File: src/rtl/wb_slave_router_if.sv
// Wishbone bundle for wb_slave_router: upstream master port plus the shared
// and per-slave downstream signals.
interface wb_slave_router_if #(
  parameter int NUM_SLV = 4,
  parameter int ADR_W   = 32,
  parameter int DAT_W   = 32
);
  logic                     m_cyc_i;
  logic                     m_stb_i;
  logic                     m_we_i;
  logic [DAT_W/8-1:0]       m_sel_i;
  logic [ADR_W-1:0]         m_adr_i;
  logic [DAT_W-1:0]         m_dat_i;
  logic                     m_ack_o;
  logic [DAT_W-1:0]         m_dat_o;
  logic [NUM_SLV-1:0]       s_cyc_o;
  logic [NUM_SLV-1:0]       s_stb_o;
  logic                     s_we_o;
  logic [DAT_W/8-1:0]       s_sel_o;
  logic [ADR_W-1:0]         s_adr_o;
  logic [DAT_W-1:0]         s_dat_o;
  logic [NUM_SLV-1:0]       s_ack_i;
  logic [NUM_SLV*DAT_W-1:0] s_dat_i;

  // Router view: a Wishbone slave upstream that fans out to the downstream slaves.
  modport slave (
    input  m_cyc_i, m_stb_i, m_we_i, m_sel_i, m_adr_i, m_dat_i, s_ack_i, s_dat_i,
    output m_ack_o, m_dat_o, s_cyc_o, s_stb_o, s_we_o, s_sel_o, s_adr_o, s_dat_o
  );

  modport master (
    output m_cyc_i, m_stb_i, m_we_i, m_sel_i, m_adr_i, m_dat_i, s_ack_i, s_dat_i,
    input  m_ack_o, m_dat_o, s_cyc_o, s_stb_o, s_we_o, s_sel_o, s_adr_o, s_dat_o
  );
endinterface

File: src/rtl/wb_slave_router.sv
// Wishbone classic router: decodes the master address onto one of NUM_SLV slaves,
// registers the response, and answers unmapped, timed-out or aborted cycles itself.
module wb_slave_router #(
  parameter int                       NUM_SLV  = 4,
  parameter int                       ADR_W    = 32,
  parameter int                       DAT_W    = 32,
  parameter logic [NUM_SLV*ADR_W-1:0] SLV_BASE = {32'h3000_3000, 32'h3000_2000,
                                                  32'h3000_1000, 32'h3000_0000},
  parameter logic [NUM_SLV*ADR_W-1:0] SLV_MASK = {4{32'hFFFF_F000}},
  parameter int                       TIMEOUT  = 255,
  parameter logic [DAT_W-1:0]         ERR_DATA = 32'hDEAD_BEEF
) (
  input  logic             wb_clk_i,
  input  logic             wb_rstn_i,
  wb_slave_router_if.slave bus,
  output logic             err_o,
  output logic             timeout_o,
  output logic             busy_o
);

  localparam int               IDX_W    = (NUM_SLV > 1) ? $clog2(NUM_SLV) : 1;
  localparam int               CNT_W    = $clog2(TIMEOUT);
  localparam int               SEL_W    = DAT_W / 8;
  localparam logic [CNT_W-1:0] CNT_LAST = CNT_W'(TIMEOUT - 1);

  typedef enum logic [1:0] {IDLE, BUSY, ERR, RESP} state_t;

  state_t             state_q, state_d;
  logic [IDX_W-1:0]   idx_q, idx_d;
  logic [CNT_W-1:0]   cnt_q, cnt_d;
  logic [NUM_SLV-1:0] stb_q, stb_d;
  logic               we_q, we_d;
  logic [SEL_W-1:0]   bsel_q, bsel_d;
  logic [ADR_W-1:0]   adr_q, adr_d;
  logic [DAT_W-1:0]   wdat_q, wdat_d;
  logic [DAT_W-1:0]   rdat_q, rdat_d;
  logic               ack_q, ack_d;
  logic               err_q, err_d;
  logic               tmo_q, tmo_d;
  logic               busy_q, busy_d;

  logic               hit;
  logic [IDX_W-1:0]   hit_idx;
  logic               sel_ack;
  logic [DAT_W-1:0]   sel_dat;

  // Walk from the top index down so the lowest matching window is the one left standing.
  always_comb begin
    hit     = 1'b0;
    hit_idx = '0;
    for (int i = NUM_SLV - 1; i >= 0; i--) begin
      if ((bus.m_adr_i & SLV_MASK[i*ADR_W +: ADR_W]) ==
          (SLV_BASE[i*ADR_W +: ADR_W] & SLV_MASK[i*ADR_W +: ADR_W])) begin
        hit     = 1'b1;
        hit_idx = IDX_W'(i);
      end
    end
  end

  assign sel_ack = bus.s_ack_i[idx_q];
  assign sel_dat = bus.s_dat_i[int'(idx_q)*DAT_W +: DAT_W];

  always_comb begin
    state_d = state_q;
    idx_d   = idx_q;
    cnt_d   = cnt_q;
    stb_d   = stb_q;
    we_d    = we_q;
    bsel_d  = bsel_q;
    adr_d   = adr_q;
    wdat_d  = wdat_q;
    rdat_d  = rdat_q;
    ack_d   = 1'b0;
    err_d   = 1'b0;
    tmo_d   = 1'b0;
    unique case (state_q)
      IDLE: begin
        if (bus.m_cyc_i && bus.m_stb_i) begin
          adr_d  = bus.m_adr_i;
          wdat_d = bus.m_dat_i;
          bsel_d = bus.m_sel_i;
          we_d   = bus.m_we_i;
          idx_d  = hit_idx;
          cnt_d  = '0;
          stb_d  = '0;
          if (hit) begin
            stb_d[hit_idx] = 1'b1;
            state_d        = BUSY;
          end else begin
            state_d = ERR;
          end
        end
      end
      // A master abort beats a same-cycle ack; an ack beats watchdog expiry.
      BUSY: begin
        cnt_d = cnt_q + 1'b1;
        if (!bus.m_cyc_i) begin
          stb_d   = '0;
          state_d = IDLE;
        end else if (sel_ack) begin
          rdat_d  = sel_dat;
          stb_d   = '0;
          ack_d   = 1'b1;
          state_d = RESP;
        end else if (cnt_q == CNT_LAST) begin
          rdat_d  = ERR_DATA;
          stb_d   = '0;
          ack_d   = 1'b1;
          tmo_d   = 1'b1;
          state_d = RESP;
        end
      end
      ERR: begin
        rdat_d  = ERR_DATA;
        ack_d   = 1'b1;
        err_d   = 1'b1;
        state_d = RESP;
      end
      RESP: begin
        state_d = IDLE;
      end
      default: begin
        stb_d   = '0;
        state_d = IDLE;
      end
    endcase
    busy_d = (state_d != IDLE);
  end

  always_ff @(posedge wb_clk_i or negedge wb_rstn_i) begin
    if (!wb_rstn_i) begin
      state_q <= IDLE;
      idx_q   <= '0;
      cnt_q   <= '0;
      stb_q   <= '0;
      we_q    <= 1'b0;
      bsel_q  <= '0;
      adr_q   <= '0;
      wdat_q  <= '0;
      rdat_q  <= '0;
      ack_q   <= 1'b0;
      err_q   <= 1'b0;
      tmo_q   <= 1'b0;
      busy_q  <= 1'b0;
    end else begin
      state_q <= state_d;
      idx_q   <= idx_d;
      cnt_q   <= cnt_d;
      stb_q   <= stb_d;
      we_q    <= we_d;
      bsel_q  <= bsel_d;
      adr_q   <= adr_d;
      wdat_q  <= wdat_d;
      rdat_q  <= rdat_d;
      ack_q   <= ack_d;
      err_q   <= err_d;
      tmo_q   <= tmo_d;
      busy_q  <= busy_d;
    end
  end

  assign bus.s_cyc_o = stb_q;
  assign bus.s_stb_o = stb_q;
  assign bus.s_we_o  = we_q;
  assign bus.s_sel_o = bsel_q;
  assign bus.s_adr_o = adr_q;
  assign bus.s_dat_o = wdat_q;
  assign bus.m_ack_o = ack_q;
  assign bus.m_dat_o = rdat_q;
  assign err_o       = err_q;
  assign timeout_o   = tmo_q;
  assign busy_o      = busy_q;

endmodule

File: src/flat_wrapper.sv
// flat-port wrapper written by rule: the top's interface ports become plain ports
module wb_slave_router_flat 
#(
  parameter int                       NUM_SLV  = 4,
  parameter int                       ADR_W    = 32,
  parameter int                       DAT_W    = 32,
  parameter logic [NUM_SLV*ADR_W-1:0] SLV_BASE = {32'h3000_3000, 32'h3000_2000,
                                                  32'h3000_1000, 32'h3000_0000},
  parameter logic [NUM_SLV*ADR_W-1:0] SLV_MASK = {4{32'hFFFF_F000}},
  parameter int                       TIMEOUT  = 255,
  parameter logic [DAT_W-1:0]         ERR_DATA = 32'hDEAD_BEEF
)
  (wb_clk_i, wb_rstn_i, err_o, timeout_o, busy_o, bus_m_cyc_i, bus_m_stb_i, bus_m_we_i, bus_m_sel_i, bus_m_adr_i, bus_m_dat_i, bus_s_ack_i, bus_s_dat_i, bus_m_ack_o, bus_m_dat_o, bus_s_cyc_o, bus_s_stb_o, bus_s_we_o, bus_s_sel_o, bus_s_adr_o, bus_s_dat_o);
  wb_slave_router_if #(.NUM_SLV(NUM_SLV), .ADR_W(ADR_W), .DAT_W(DAT_W)) bus_i ();
  input  logic wb_clk_i;
  input  logic wb_rstn_i;
  output logic err_o;
  output logic timeout_o;
  output logic busy_o;
  input wire logic [$bits(bus_i.m_cyc_i)-1:0] bus_m_cyc_i;
  input wire logic [$bits(bus_i.m_stb_i)-1:0] bus_m_stb_i;
  input wire logic [$bits(bus_i.m_we_i)-1:0] bus_m_we_i;
  input wire logic [$bits(bus_i.m_sel_i)-1:0] bus_m_sel_i;
  input wire logic [$bits(bus_i.m_adr_i)-1:0] bus_m_adr_i;
  input wire logic [$bits(bus_i.m_dat_i)-1:0] bus_m_dat_i;
  input wire logic [$bits(bus_i.s_ack_i)-1:0] bus_s_ack_i;
  input wire logic [$bits(bus_i.s_dat_i)-1:0] bus_s_dat_i;
  output wire logic [$bits(bus_i.m_ack_o)-1:0] bus_m_ack_o;
  output wire logic [$bits(bus_i.m_dat_o)-1:0] bus_m_dat_o;
  output wire logic [$bits(bus_i.s_cyc_o)-1:0] bus_s_cyc_o;
  output wire logic [$bits(bus_i.s_stb_o)-1:0] bus_s_stb_o;
  output wire logic [$bits(bus_i.s_we_o)-1:0] bus_s_we_o;
  output wire logic [$bits(bus_i.s_sel_o)-1:0] bus_s_sel_o;
  output wire logic [$bits(bus_i.s_adr_o)-1:0] bus_s_adr_o;
  output wire logic [$bits(bus_i.s_dat_o)-1:0] bus_s_dat_o;
  assign bus_i.m_cyc_i = bus_m_cyc_i;
  assign bus_i.m_stb_i = bus_m_stb_i;
  assign bus_i.m_we_i = bus_m_we_i;
  assign bus_i.m_sel_i = bus_m_sel_i;
  assign bus_i.m_adr_i = bus_m_adr_i;
  assign bus_i.m_dat_i = bus_m_dat_i;
  assign bus_i.s_ack_i = bus_s_ack_i;
  assign bus_i.s_dat_i = bus_s_dat_i;
  assign bus_m_ack_o = bus_i.m_ack_o;
  assign bus_m_dat_o = bus_i.m_dat_o;
  assign bus_s_cyc_o = bus_i.s_cyc_o;
  assign bus_s_stb_o = bus_i.s_stb_o;
  assign bus_s_we_o = bus_i.s_we_o;
  assign bus_s_sel_o = bus_i.s_sel_o;
  assign bus_s_adr_o = bus_i.s_adr_o;
  assign bus_s_dat_o = bus_i.s_dat_o;
  wb_slave_router #(.NUM_SLV(NUM_SLV), .ADR_W(ADR_W), .DAT_W(DAT_W), .SLV_BASE(SLV_BASE), .SLV_MASK(SLV_MASK), .TIMEOUT(TIMEOUT), .ERR_DATA(ERR_DATA)) u_core (.wb_clk_i(wb_clk_i), .wb_rstn_i(wb_rstn_i), .bus(bus_i), .err_o(err_o), .timeout_o(timeout_o), .busy_o(busy_o));
endmodule
File: config.mk
export PLATFORM = sky130hd
export DESIGN_NAME = wb_slave_router_flat
export DESIGN_NICKNAME = d
export VERILOG_FILES = /design/src/rtl/wb_slave_router_if.sv /design/src/rtl/wb_slave_router.sv /design/src/flat_wrapper.sv
export SDC_FILE = /design/constraint.sdc
export NUM_CORES = 1
export LEC_CHECK = 0
export BUFFER_PORTS_ARGS = -buffer_cell sky130_fd_sc_hd__buf_2
export CAP_MARGIN = 40
export CORE_AREA = 2 2 124 126
export CTS_BUF_LIST = sky130_fd_sc_hd__clkbuf_8 sky130_fd_sc_hd__clkbuf_16
export DETAILED_ROUTE_END_ITERATION = 7
export DIE_AREA = 0 0 126 128
export PLACE_DENSITY_LB_ADDON = 0.12
export SLEW_MARGIN = 20
export SYNTH_ARGS = -nofsm -noshare
export SYNTH_HDL_FRONTEND = slang
export SYNTH_SLANG_ARGS = --single-unit
File: constraint.sdc
create_clock -name wb_clk_i -period 2.65 [get_ports wb_clk_i]
set_input_delay 0.265 -clock wb_clk_i [delete_from_list [all_inputs] [get_ports wb_clk_i]]
set_output_delay 0.265 -clock wb_clk_i [all_outputs]
set_load 0.03 [all_outputs]
==> impl_metrics.csv, run 1 <==
group,metric,value,unit
power_and_ir_drop,p_leak,4.47,nW
sta,period_share,0.778,
flow_run,max_cap_viol_count,0,
final_layout,area_delta_synth_final,40.2,%
clock_tree,cts_resized,0,
critical_path,r2r_slack,0.59,ns
routing,met2_length,8.53,mm
routing,routedWlPerCell,15.9,um
clock_tree,cts.path.max_buffers,2,
critical_path,critPathRequiredTime,2.94,ns
routing,drtIter0Drc,221,
sta,worstMarginPinSlew,0.722,ns
critical_path,worstSetupEndpointType,"flip-flop",
critical_path,startpoint_type,"flip-flop",
synth,synth_fp_nets,777,
routing,dr_total_vias,5224,
synth,synth.avg_cell_area,10.3,um^2
final_layout,layout.nets,1088,
synth,synthCells,567,
synth,ys_warn_count,0,
synth,synth_cell_types,39,
power_and_ir_drop,cellPowerDensity,1180,nW/um^2
placement,portBuffers,317,
sta,clock_skew,0.00998,ns
synth,synth_top_area_frac,0.518,
critical_path,path_max_fanout,22,
sta,period_needed,2.06,ns
die,core,14900,um^2
placement,dp.final_hpwl,13.3,mm
final_layout,final_cell_mix,"buf_2 (316), nand2_1 (211), dfrtp_1 (120)",
die,initial_core_util,0.393,
sta,final.setup.tns,0,ns
global_route,grt_max_degree,74,
sta,slew_viol_final,0,
clock_tree,clock_latency,0.41,ns
power_and_ir_drop,ir_drop,0.665,mV
synth,synth.area.top_cells,"dfrtp_1 (52%), nand2_1 (14%), mux4_2 (13%)",
routing,first_pass_iters,7,
synth,synthFlopType,"dfrtp_1",
worst_hold_path,worstHoldPathType,"input port to flip-flop",
global_route,grt_pass1_wl,27.0,mm
routing,wl_met1,6.95,mm
clock_tree,cts_made_buffers,17,
routing,wirelength,17.2,mm
routing,dr.max_layer_used,"met4",
die,fp.dieArea,16100,um^2
clock_tree,h-tree-depth,4,
critical_path,critPathLaunch,"u_core.cnt_q[0]",
critical_path,r2r_start,"u_core.cnt_q[0]",
synth,synth_seq_cells,121,
global_route,grt_overflow_total,0,
final_layout,final_common_cell,"buf_2",
clock_tree,clock-sinks,121,
critical_path,crit_arrival,2.35,ns
synth,ys_seq_area_frac,0.518,
sta,setup_viol,0,
die,row_count,45,
clock_tree,cts-root-buf,"clkbuf_16",
sta,rsz0062_at_grt,"no",
sta,finalHoldViolations,0,
routing,drc,0,
status,outcome,"complete, no violations",
sta,relSlewSlack,0.519,
synth,synthesis.area,5840,um^2
synth,synth_largest_area_cell,"dfrtp_1",
placement,gp_congestion,0.860,
global_route,grt_util_all_layers,0.214,
global_route,grt_pass1_vias,5322,
routing,ant_nets,0,
die,die_w,126,um
critical_path,reg2reg_depth,7,
critical_path,r2r-end,"u_core.bus.m_dat_o[22]",
die,io_pins,318,
final_layout,final_util,0.551,
synth,synth_edf_count,0,
final_layout,drive_gt1_frac,0.451,
global_route,antenna_found_initial,2,
routing,via_per_inst,4.83,
critical_path,critical_path_class,"flip-flop to flip-flop",
routing,dr_wl_met3,1.36,mm
die,fp.dieH,128,um
clock_tree,clk_pin_slew,0.06,ns
critical_path,cp-endpoint,"u_core.bus.m_dat_o[22]",
synth,synthArstFlopShare,1.00,
clock_tree,cts_tree,"built",
sta,timing.fmax,485,MHz
## synth_stat cells, types with 4 or more instances
master and number:
nand2_1 211, dfrtp_1 121, nor2_1 36, mux4_2 33, inv_1 30, mux2i_1 25
clkbuf_1 15, nor2b_1 9, mux2_2 8, buf_2 7, buf_4 7, o21ai_0 6
buf_1 5, ha_1 5, a32o_1 4, nor4_1 4
## per-layer routing
metal,up-vias,GRT usage
li1,2494,-
met1,2493,0.258
met2,214,0.362
met3,23,0.0718
met4,0,0.0705
met5,-,0
## cell families (layout without fill, tap and decap cells)
| logic type | Yosys count | count (layout) | synth area share |
|---|---|---|---|
| XOR/XNOR | 6 | 6 | 0.00900 |
| other | 0 | 2 | 0 |
| AO/OA/AOI/OAI | 26 | 26 | 0.0336 |
| flip-flops | 121 | 121 | 0.518 |
| buffers and inverters | 66 | 390 | 0.0510 |
| multiplexers | 66 | 66 | 0.186 |
| adder cells (fa/ha/maj) | 5 | 5 | 0.0107 |
| AND/OR/NAND/NOR | 277 | 277 | 0.192 |
## final cells by class
class	count	area, um^2
Clock inverter	13	114
Sequential cell	121	3030
Fill cell	1374	6680
Antenna cell	2	5.00
Multi-Input combinational cell	380	2530
Tap cell	188	235
Inverter	30	113
Clock buffer	19	453
Timing Repair Buffer	328	1710
## worst max-delay path, cell delays in order, from the launching register on
cell	delay [ns]
dfrtp_1	0.41
inv_1	0.09
ha_1	0.14
and3_1	0.23
a211oi_2	0.11
nor2_4	0.36
buf_12	0.25
mux2_2	0.35
## flip-flops by register name, indices dropped and copies added, names as in the netlist
signal	cells
u_core.bus.m_ack_o	1
u_core.bus.m_dat_o	32
u_core.bus.s_adr_o	32
u_core.bus.s_cyc_o	4
u_core.bus.s_dat_o	32
u_core.bus.s_sel_o	4
u_core.bus.s_we_o	1
u_core.busy_o	1
u_core.cnt_q	8
u_core.err_o	1
u_core.idx_q	2
u_core.state_q	2
u_core.timeout_o	1
## what timing repair did
| item | in CTS | in global routing |
|---|---|---|
| endpoints found under the hold margin | 31 | 0 |
| hold buffers | 1 | 0 |
| setup buffers | 0 | 0 |
| setup endpoints to repair | 0 | 0 |
## worst min path at each step
stage	slack [ns]	cells after the start	endpoint	from
after detailed placement	0.27	1	u_core.bus.s_cyc_o[3]	wb_rstn_i
final	0.04	3	u_core.bus.s_dat_o[11]	bus_m_dat_i[11]
after global placement	0.26	1	u_core.bus.s_cyc_o[3]	wb_rstn_i
after global routing	0.04	3	u_core.bus.s_dat_o[1]	bus_m_dat_i[1]
after floorplan	-0.03	0	u_core.bus.m_ack_o	wb_rstn_i
after CTS	0.03	3	u_core.bus.s_dat_o[25]	bus_m_dat_i[25]
## stage by stage
stage	area (um^2)	power, W	std cells	hold slack [ns]	setup slack, ns
detailed placement	7610	0.00757	1046	0.270	0.586
finish	8190	0.00969	1081	0.0429	0.590
floorplan	5840	0.00610	567	-0.0306	0.770
CTS	8180	0.00981	1079	0.0270	0.577
global placement	7590	0.00744	1045	0.259	0.313
global route	8190	0.0103	1080	0.0360	0.442
## where the power goes
group | switching [W] | total [W] | internal (W) | leakage (nW)
Clock | 0.000772 | 0.00218 | 0.00141 | 0.295
Sequential | 0.000432 | 0.00310 | 0.00267 | 1.47
Combinational | 0.00301 | 0.00441 | 0.00140 | 2.70
Note: power is estimated with default switching activity, not from simulation.
==> inputs of run 2 (changes only) <==
--- a/config.mk
+++ b/config.mk
@@ -5,12 +5,13 @@
 export SDC_FILE = /design/constraint.sdc
 export NUM_CORES = 1
 export LEC_CHECK = 0
+export ABC_AREA = 1
 export BUFFER_PORTS_ARGS = -buffer_cell sky130_fd_sc_hd__buf_2
 export CAP_MARGIN = 40
-export CORE_AREA = 2 2 124 126
+export CORE_MARGIN = 2
+export CORE_UTILIZATION = 41
 export CTS_BUF_LIST = sky130_fd_sc_hd__clkbuf_8 sky130_fd_sc_hd__clkbuf_16
 export DETAILED_ROUTE_END_ITERATION = 7
-export DIE_AREA = 0 0 126 128
 export PLACE_DENSITY_LB_ADDON = 0.12
 export SLEW_MARGIN = 20
 export SYNTH_ARGS = -nofsm -noshare
==> constraint.sdc (replaced) <==
create_clock -name wb_clk_i -period 1.75 [get_ports wb_clk_i]
set_input_delay 0.175 -clock wb_clk_i [delete_from_list [all_inputs] [get_ports wb_clk_i]]
set_output_delay 0.175 -clock wb_clk_i [all_outputs]
set_load 0.03 [all_outputs]
==> impl_metrics.csv, run 2 <==
group,metric,value,unit
routing,via_per_inst,4.81,
clock_tree,h-tree-depth,4,
sta,timing.fmax,604,MHz
placement,dp_cells,1280,
clock_tree,cts.path.max_buffers,2,
synth,synth_top_area_frac,0.501,
global_route,grt.busiest_layer,"met2",
power_and_ir_drop,total_power,0.0164,W
synth,synth_seq_cells,121,
synth,synthCells,804,
global_route,grt_util_all_layers,0.254,
global_route,grt_use_met3,0.0522,
synth,synth_common_cells,"nand2_1 (401), dfrtp_1 (121), inv_1 (57)",
final_layout,layoutNonFillerInstCount,1390,
sta,clock_skew,0.00765,ns
global_route,antenna_found_initial,1,
synth,synth_cell_types,23,
critical_path,startpoint_type,"flip-flop",
final_layout,layout.nets,1402,
final_layout,final_cell_mix,"nand2_1 (389), buf_2 (316), dfrtp_1 (120)",
synth,synth.area.top_cells,"dfrtp_1 (50%), nand2_1 (25%), a32o_1 (5.3%)",
synth,synth_largest_area_cell,"dfrtp_1",
sta,worstMarginPinSlew,0.495,ns
critical_path,critical_path_class,"flip-flop to flip-flop",
die,initial_core_util,0.417,
sta,slew_viol_final,0,
placement,gp_congestion,0.884,
die,core,14500,um^2
clock_tree,clock_latency,0.40,ns
sta,fin_ws,0.0931,ns
routing,first_pass_iters,5,
global_route,grt_pass1_vias,6498,
clock_tree,clock-sinks,121,
sta,period_needed,1.66,ns
final_layout,area_delta_synth_final,55.6,%
final_layout,n_fill_cell,1245,
synth,synthFlopType,"dfrtp_1",
critical_path,critPathRequiredTime,2.06,ns
synth,synth.most_common_cell,"nand2_1",
worst_hold_path,worstHoldPathType,"input port to flip-flop",
routing,drc,0,
die,fp.dieH,125,um
clock_tree,cts-root-buf,"clkbuf_16",
routing,drtIter0Drc,465,
sta,relSlewSlack,0.670,
global_route,grt_overflow_total,0,
die,fp.dieArea,15700,um^2
synth,synthArstFlopShare,1.00,
routing,routedWlPerCell,14.6,um
routing,ant_nets,0,
die,row_count,44,
final_layout,final_common_cell,"nand2_1",
sta,finalHoldViolations,0,
clock_tree,cts_tree,"built",
routing,dr_total_vias,6690,
status,outcome,"complete, no violations",
clock_tree,cts_made_buffers,17,
placement,portBuffers,317,
synth,ys_seq_area_frac,0.501,
die,io_pins,318,
placement,dp_slack,0.0992,ns
final_layout,drive_gt1_frac,0.338,
synth,ys_warn_count,0,
final_layout,seqCellArea,3030,um^2
synth,synthesis.area,6040,um^2
final_layout,final_util,0.649,
global_route,met2_usage,0.434,
global_route,grt_max_degree,65,
final_layout,multi_input_area,2630,um^2
critical_path,crit_arrival,1.97,ns
clock_tree,clk_pin_slew,0.06,ns
power_and_ir_drop,p_leak,5.27,nW
placement,dp.final_hpwl,13.9,mm
power_and_ir_drop,ir_drop,0.881,mV
global_route,globalRouteMet1Util,0.314,
critical_path,worstSetupEndpointType,"flip-flop",
sta,period_share,0.947,
sta,whs,0.0436,ns
synth,synth.avg_cell_area,7.52,um^2
global_route,grt_pass1_wl,32.0,mm
synth,synth_edf_count,0,
sta,setup_viol,0,
routing,wirelength,20.2,mm
sta,rsz0062_at_grt,"yes",
power_and_ir_drop,cellPowerDensity,1740,nW/um^2
critical_path,path_max_fanout,16,
die,die_w,125,um
flow_run,max_cap_viol_count,0,
synth,synth_fp_nets,1014,
run 2: cell types whose count changed in the layout (fill, tap and decap cells not counted), sizes merged, moves of 28 or more:
cell	previous run	this run
a21oi	4	38
a32o	4	32
dlygate4sd3	1	68
mux4	33	0
nand2	211	401
o21ai	6	43
run 2: cell type report:
cell class,count,share of cell area
diodes,1,0.000266
inverters,59,0.0236
clock buffers,20,0.0496
repair buffers,417,0.282
flip-flops and latches,121,0.322
clock inverters,12,0.0182
well taps,184,0.0245
multi-input cells,576,0.280
run 2: cell families (layout without fill, tap and decap cells):
group	Yosys count	count (layout)	synth area share
buffers and inverters	107	508	0.0743
adder cells (fa/ha/maj)	5	5	0.0103
AO/OA/AOI/OAI	113	113	0.123
AND/OR/NAND/NOR	456	456	0.289
flip-flops	121	121	0.501
XOR/XNOR	2	2	0.00290
other	0	1	0
run 2: layer usage:
metal,up-vias,wire (um)
li1,3325,-
met3,35,1250
met4,0,537
met2,265,10200
met1,3065,8240
met5,-,0
run 2: final timing paths:
kind	startpoint	end	slack [ns]	cells after the start
max in group asynchronous	wb_rstn_i	u_core.bus.s_cyc_o[0]	0.87	3
max reg2reg	u_core.cnt_q[4]	u_core.bus.m_dat_o[20]	0.09	10
min	bus_m_adr_i[12]	u_core.bus.s_cyc_o[3]	0.04	3
min in group asynchronous	wb_rstn_i	u_core.bus.s_dat_o[19]	0.27	2
max	u_core.cnt_q[4]	u_core.bus.m_dat_o[20]	0.09	10
min reg2reg	u_core.bus.s_adr_o[28]	u_core.bus.s_adr_o[28]	0.47	2
run 2: power breakdown:
part	internal [W]	total (W)	switching (W)	leakage (nW)
Clock	0.00249	0.00372	0.00123	0.308
Sequential	0.00401	0.00463	0.000617	1.50
Combinational	0.00278	0.00801	0.00523	3.45
Total	0.00928	0.0164	0.00707	5.27
run 2: through the flow:
step	instance area, um^2	setup TNS, ns
after detailed placement	7880	0
after global placement	7880	0
after CTS	9200	0
after floorplan	6040	0
after global routing	9400	-0.758
final	9400	0
run 2: critical path: stages, from the launching register on:
cell	delay [ns]
dfrtp_1	0.37
nand2_1	0.07
nor3_2	0.20
nand3_1	0.13
nand2_2	0.11
nand2_2	0.07
a21oi_4	0.16
buf_12	0.16
clkbuf_16	0.17
nand2_1	0.05
o21ai_0	0.08
run 2: repair_timing:
action                                  4_1_cts  5_1_grt
hold buffers                                 68        0
buffers inserted                              0        4
gates resized for setup                       0       38
endpoints found under the hold margin        99        0
endpoints found under the setup margin        0       41
==> inputs of run 3 (changes only) <==
--- a/config.mk
+++ b/config.mk
@@ -8,8 +8,10 @@
 export ABC_AREA = 1
 export BUFFER_PORTS_ARGS = -buffer_cell sky130_fd_sc_hd__buf_2
 export CAP_MARGIN = 40
+export CELL_PAD_IN_SITES_DETAIL_PLACEMENT = 1
+export CELL_PAD_IN_SITES_GLOBAL_PLACEMENT = 1
 export CORE_MARGIN = 2
-export CORE_UTILIZATION = 41
+export CORE_UTILIZATION = 28
 export CTS_BUF_LIST = sky130_fd_sc_hd__clkbuf_8 sky130_fd_sc_hd__clkbuf_16
 export DETAILED_ROUTE_END_ITERATION = 7
 export PLACE_DENSITY_LB_ADDON = 0.12
==> impl_metrics.csv, run 3 (same netlist as run 2, synthesis figures left out) <==
group,metric,value,unit
sta,final.setup.tns,0,ns
sta,setup_viol,0,
critical_path,critPathLaunch,"u_core.cnt_q[4]",
sta,period_share,0.938,
sta,period_needed,1.64,ns
global_route,grt_max_degree,66,
die,io_pins,318,
power_and_ir_drop,p_leak,5.27,nW
routing,routedWlPerCell,15.8,um
critical_path,critPathRequiredTime,2.03,ns
power_and_ir_drop,ir_drop,0.741,mV
sta,clock_skew,0.00974,ns
clock_tree,cts.path.max_buffers,2,
die,core,21100,um^2
critical_path,path_delay_family,"simple AND/OR/NAND/NOR gates",
critical_path,startpoint_type,"flip-flop",
global_route,grt_util_all_layers,0.200,
global_route,grt_pass1_vias,6779,
routing,drtIter0Drc,180,
worst_hold_path,hold_start,"bus_m_adr_i[12]",
sta,finalHoldViolations,0,
sta,worstMarginPinSlew,0.430,ns
final_layout,final_cell_mix,"nand2_1 (397), buf_2 (316), dfrtp_1 (120)",
die,die_w,151,um
flow_run,max_cap_viol_count,0,
routing,wirelength,23.4,mm
critical_path,path_max_fanout,16,
sta,slew_viol_final,0,
placement,dp_cells,1375,
final_layout,layoutNonFillerInstCount,1483,
final_layout,drive_gt1_frac,0.330,
die,row_count,53,
critical_path,cp_cell_sequence,"nand2_1 > nor3_4 > nand3_2 > nand2_2 > nand2_1 > a21oi_4 > buf_12 > buf_6 > o21ai_0",
clock_tree,clock-sinks,121,
placement,portBuffers,317,
sta,whs,0.0672,ns
power_and_ir_drop,total_power,0.0157,W
status,outcome,"complete, no violations",
sta,rsz0062_at_grt,"yes",
global_route,grt_pass1_wl,35.2,mm
critical_path,r2r_start,"u_core.cnt_q[4]",
placement,gp_congestion,0.776,
final_layout,area_delta_synth_final,56.6,%
die,fp.dieH,151,um
clock_tree,cts_made_buffers,17,
routing,first_pass_iters,4,
placement,dp.final_hpwl,17.0,mm
critical_path,crit_arrival,1.92,ns
critical_path,worstSetupEndpointType,"flip-flop",
critical_path,critical_path_class,"flip-flop to flip-flop",
sta,timing.fmax,609,MHz
routing,via_per_inst,4.51,
global_route,antenna_found_initial,4,
global_route,grt_overflow_total,0,
clock_tree,h-tree-depth,4,
critical_path,critPathBufInv,2,
die,initial_core_util,0.287,
clock_tree,clock_latency,0.41,ns
final_layout,layout.nets,1405,
die,fp.dieArea,22800,um^2
routing,dr_total_vias,6695,
routing,drc,0,
critical_path,cpMostUsedCell,"nand2_1",
clock_tree,clk_pin_slew,0.06,ns
critical_path,cp_slowest_cell,"dfrtp_1",
clock_tree,cts_tree,"built",
power_and_ir_drop,cellPowerDensity,1660,nW/um^2
critical_path,max_stage_delay,0.39,ns
final_layout,final_common_cell,"nand2_1",
sta,fin_ws,0.109,ns
routing,ant_nets,0,
sta,relSlewSlack,0.713,
placement,dp_slack,0.0588,ns
clock_tree,cts-root-buf,"clkbuf_16",
worst_hold_path,worstHoldPathType,"input port to flip-flop",
==> run 3: cell count changes in the layout (fill, tap and decap cells not counted), sizes merged <==
cell / previous run / this run
buf: 346 / 350
bufinv: 4 / 2
clkinv: 5 / 2
diode: 1 / 2
inv: 59 / 61
==> run 3: tightest hold or removal path, stage by stage <==
cell     delay, ns
buf_2         0.13
nand3_1       0.08
nand2_1       0.05
==> run 3: stage by stage <==
stage / instance area, um^2 / utilization
after global placement: 8050 / 0.382
after CTS: 9310 / 0.442
after detailed placement: 8050 / 0.382
final: 9470 / 0.449
after global routing: 9460 / 0.449
after floorplan: 6040 / -
==> run 3: power by group <==
| group | internal [W] | leakage, nW | switching (W) | total (W) |
|---|---|---|---|---|
| clock network | 0.00221 | 0.285 | 0.00121 | 0.00342 |
| registers | 0.00401 | 1.50 | 0.000589 | 0.00460 |
| logic | 0.00258 | 3.48 | 0.00514 | 0.00771 |
| total | 0.00880 | 5.27 | 0.00693 | 0.0157 |
==> run 3: cell type report <==
class                   count  area, um^2
inverters                  59         224
repair buffers            420        2680
flip-flops and latches    121        3030
clock inverters             9         100
fillers                  2699       11600
well taps                 275         344
diodes                      2        5.00
multi-input cells         576        2610
clock buffers              21         480
==> run 3: path summary, 6_finish.rpt <==
path                                          end  slack (ns)  depth (start not counted)
max reg2reg                u_core.bus.m_dat_o[18]        0.11                          9
min reg2reg                u_core.bus.s_dat_o[14]        0.47                          2
max                        u_core.bus.m_dat_o[18]        0.11                          9
min                         u_core.bus.s_cyc_o[3]        0.07                          3
max in group asynchronous      u_core.bus.m_ack_o        0.88                          3
min in group asynchronous  u_core.bus.s_adr_o[16]        0.25                          2
==> run 3: metal layers <==
layer | vias up | global-route usage | part of all wire
met2 | 213 | 0.354 | 0.50
met1 | 3146 | 0.239 | 0.41
li1 | 3319 | - | -
met4 | 4 | 0.0407 | 0.0063
met5 | - | 0 | 0.0010
met3 | 13 | 0.0611 | 0.080
==> run 3: what timing repair did <==
| item | 4_1_cts | 5_1_grt |
|---|---|---|
| resized for setup | 0 | 13 |
| hold buffers | 68 | 0 |
| endpoints found under the setup margin | 0 | 41 |
| buffers inserted | 0 | 5 |
| endpoints found under the hold margin | 105 | 0 |
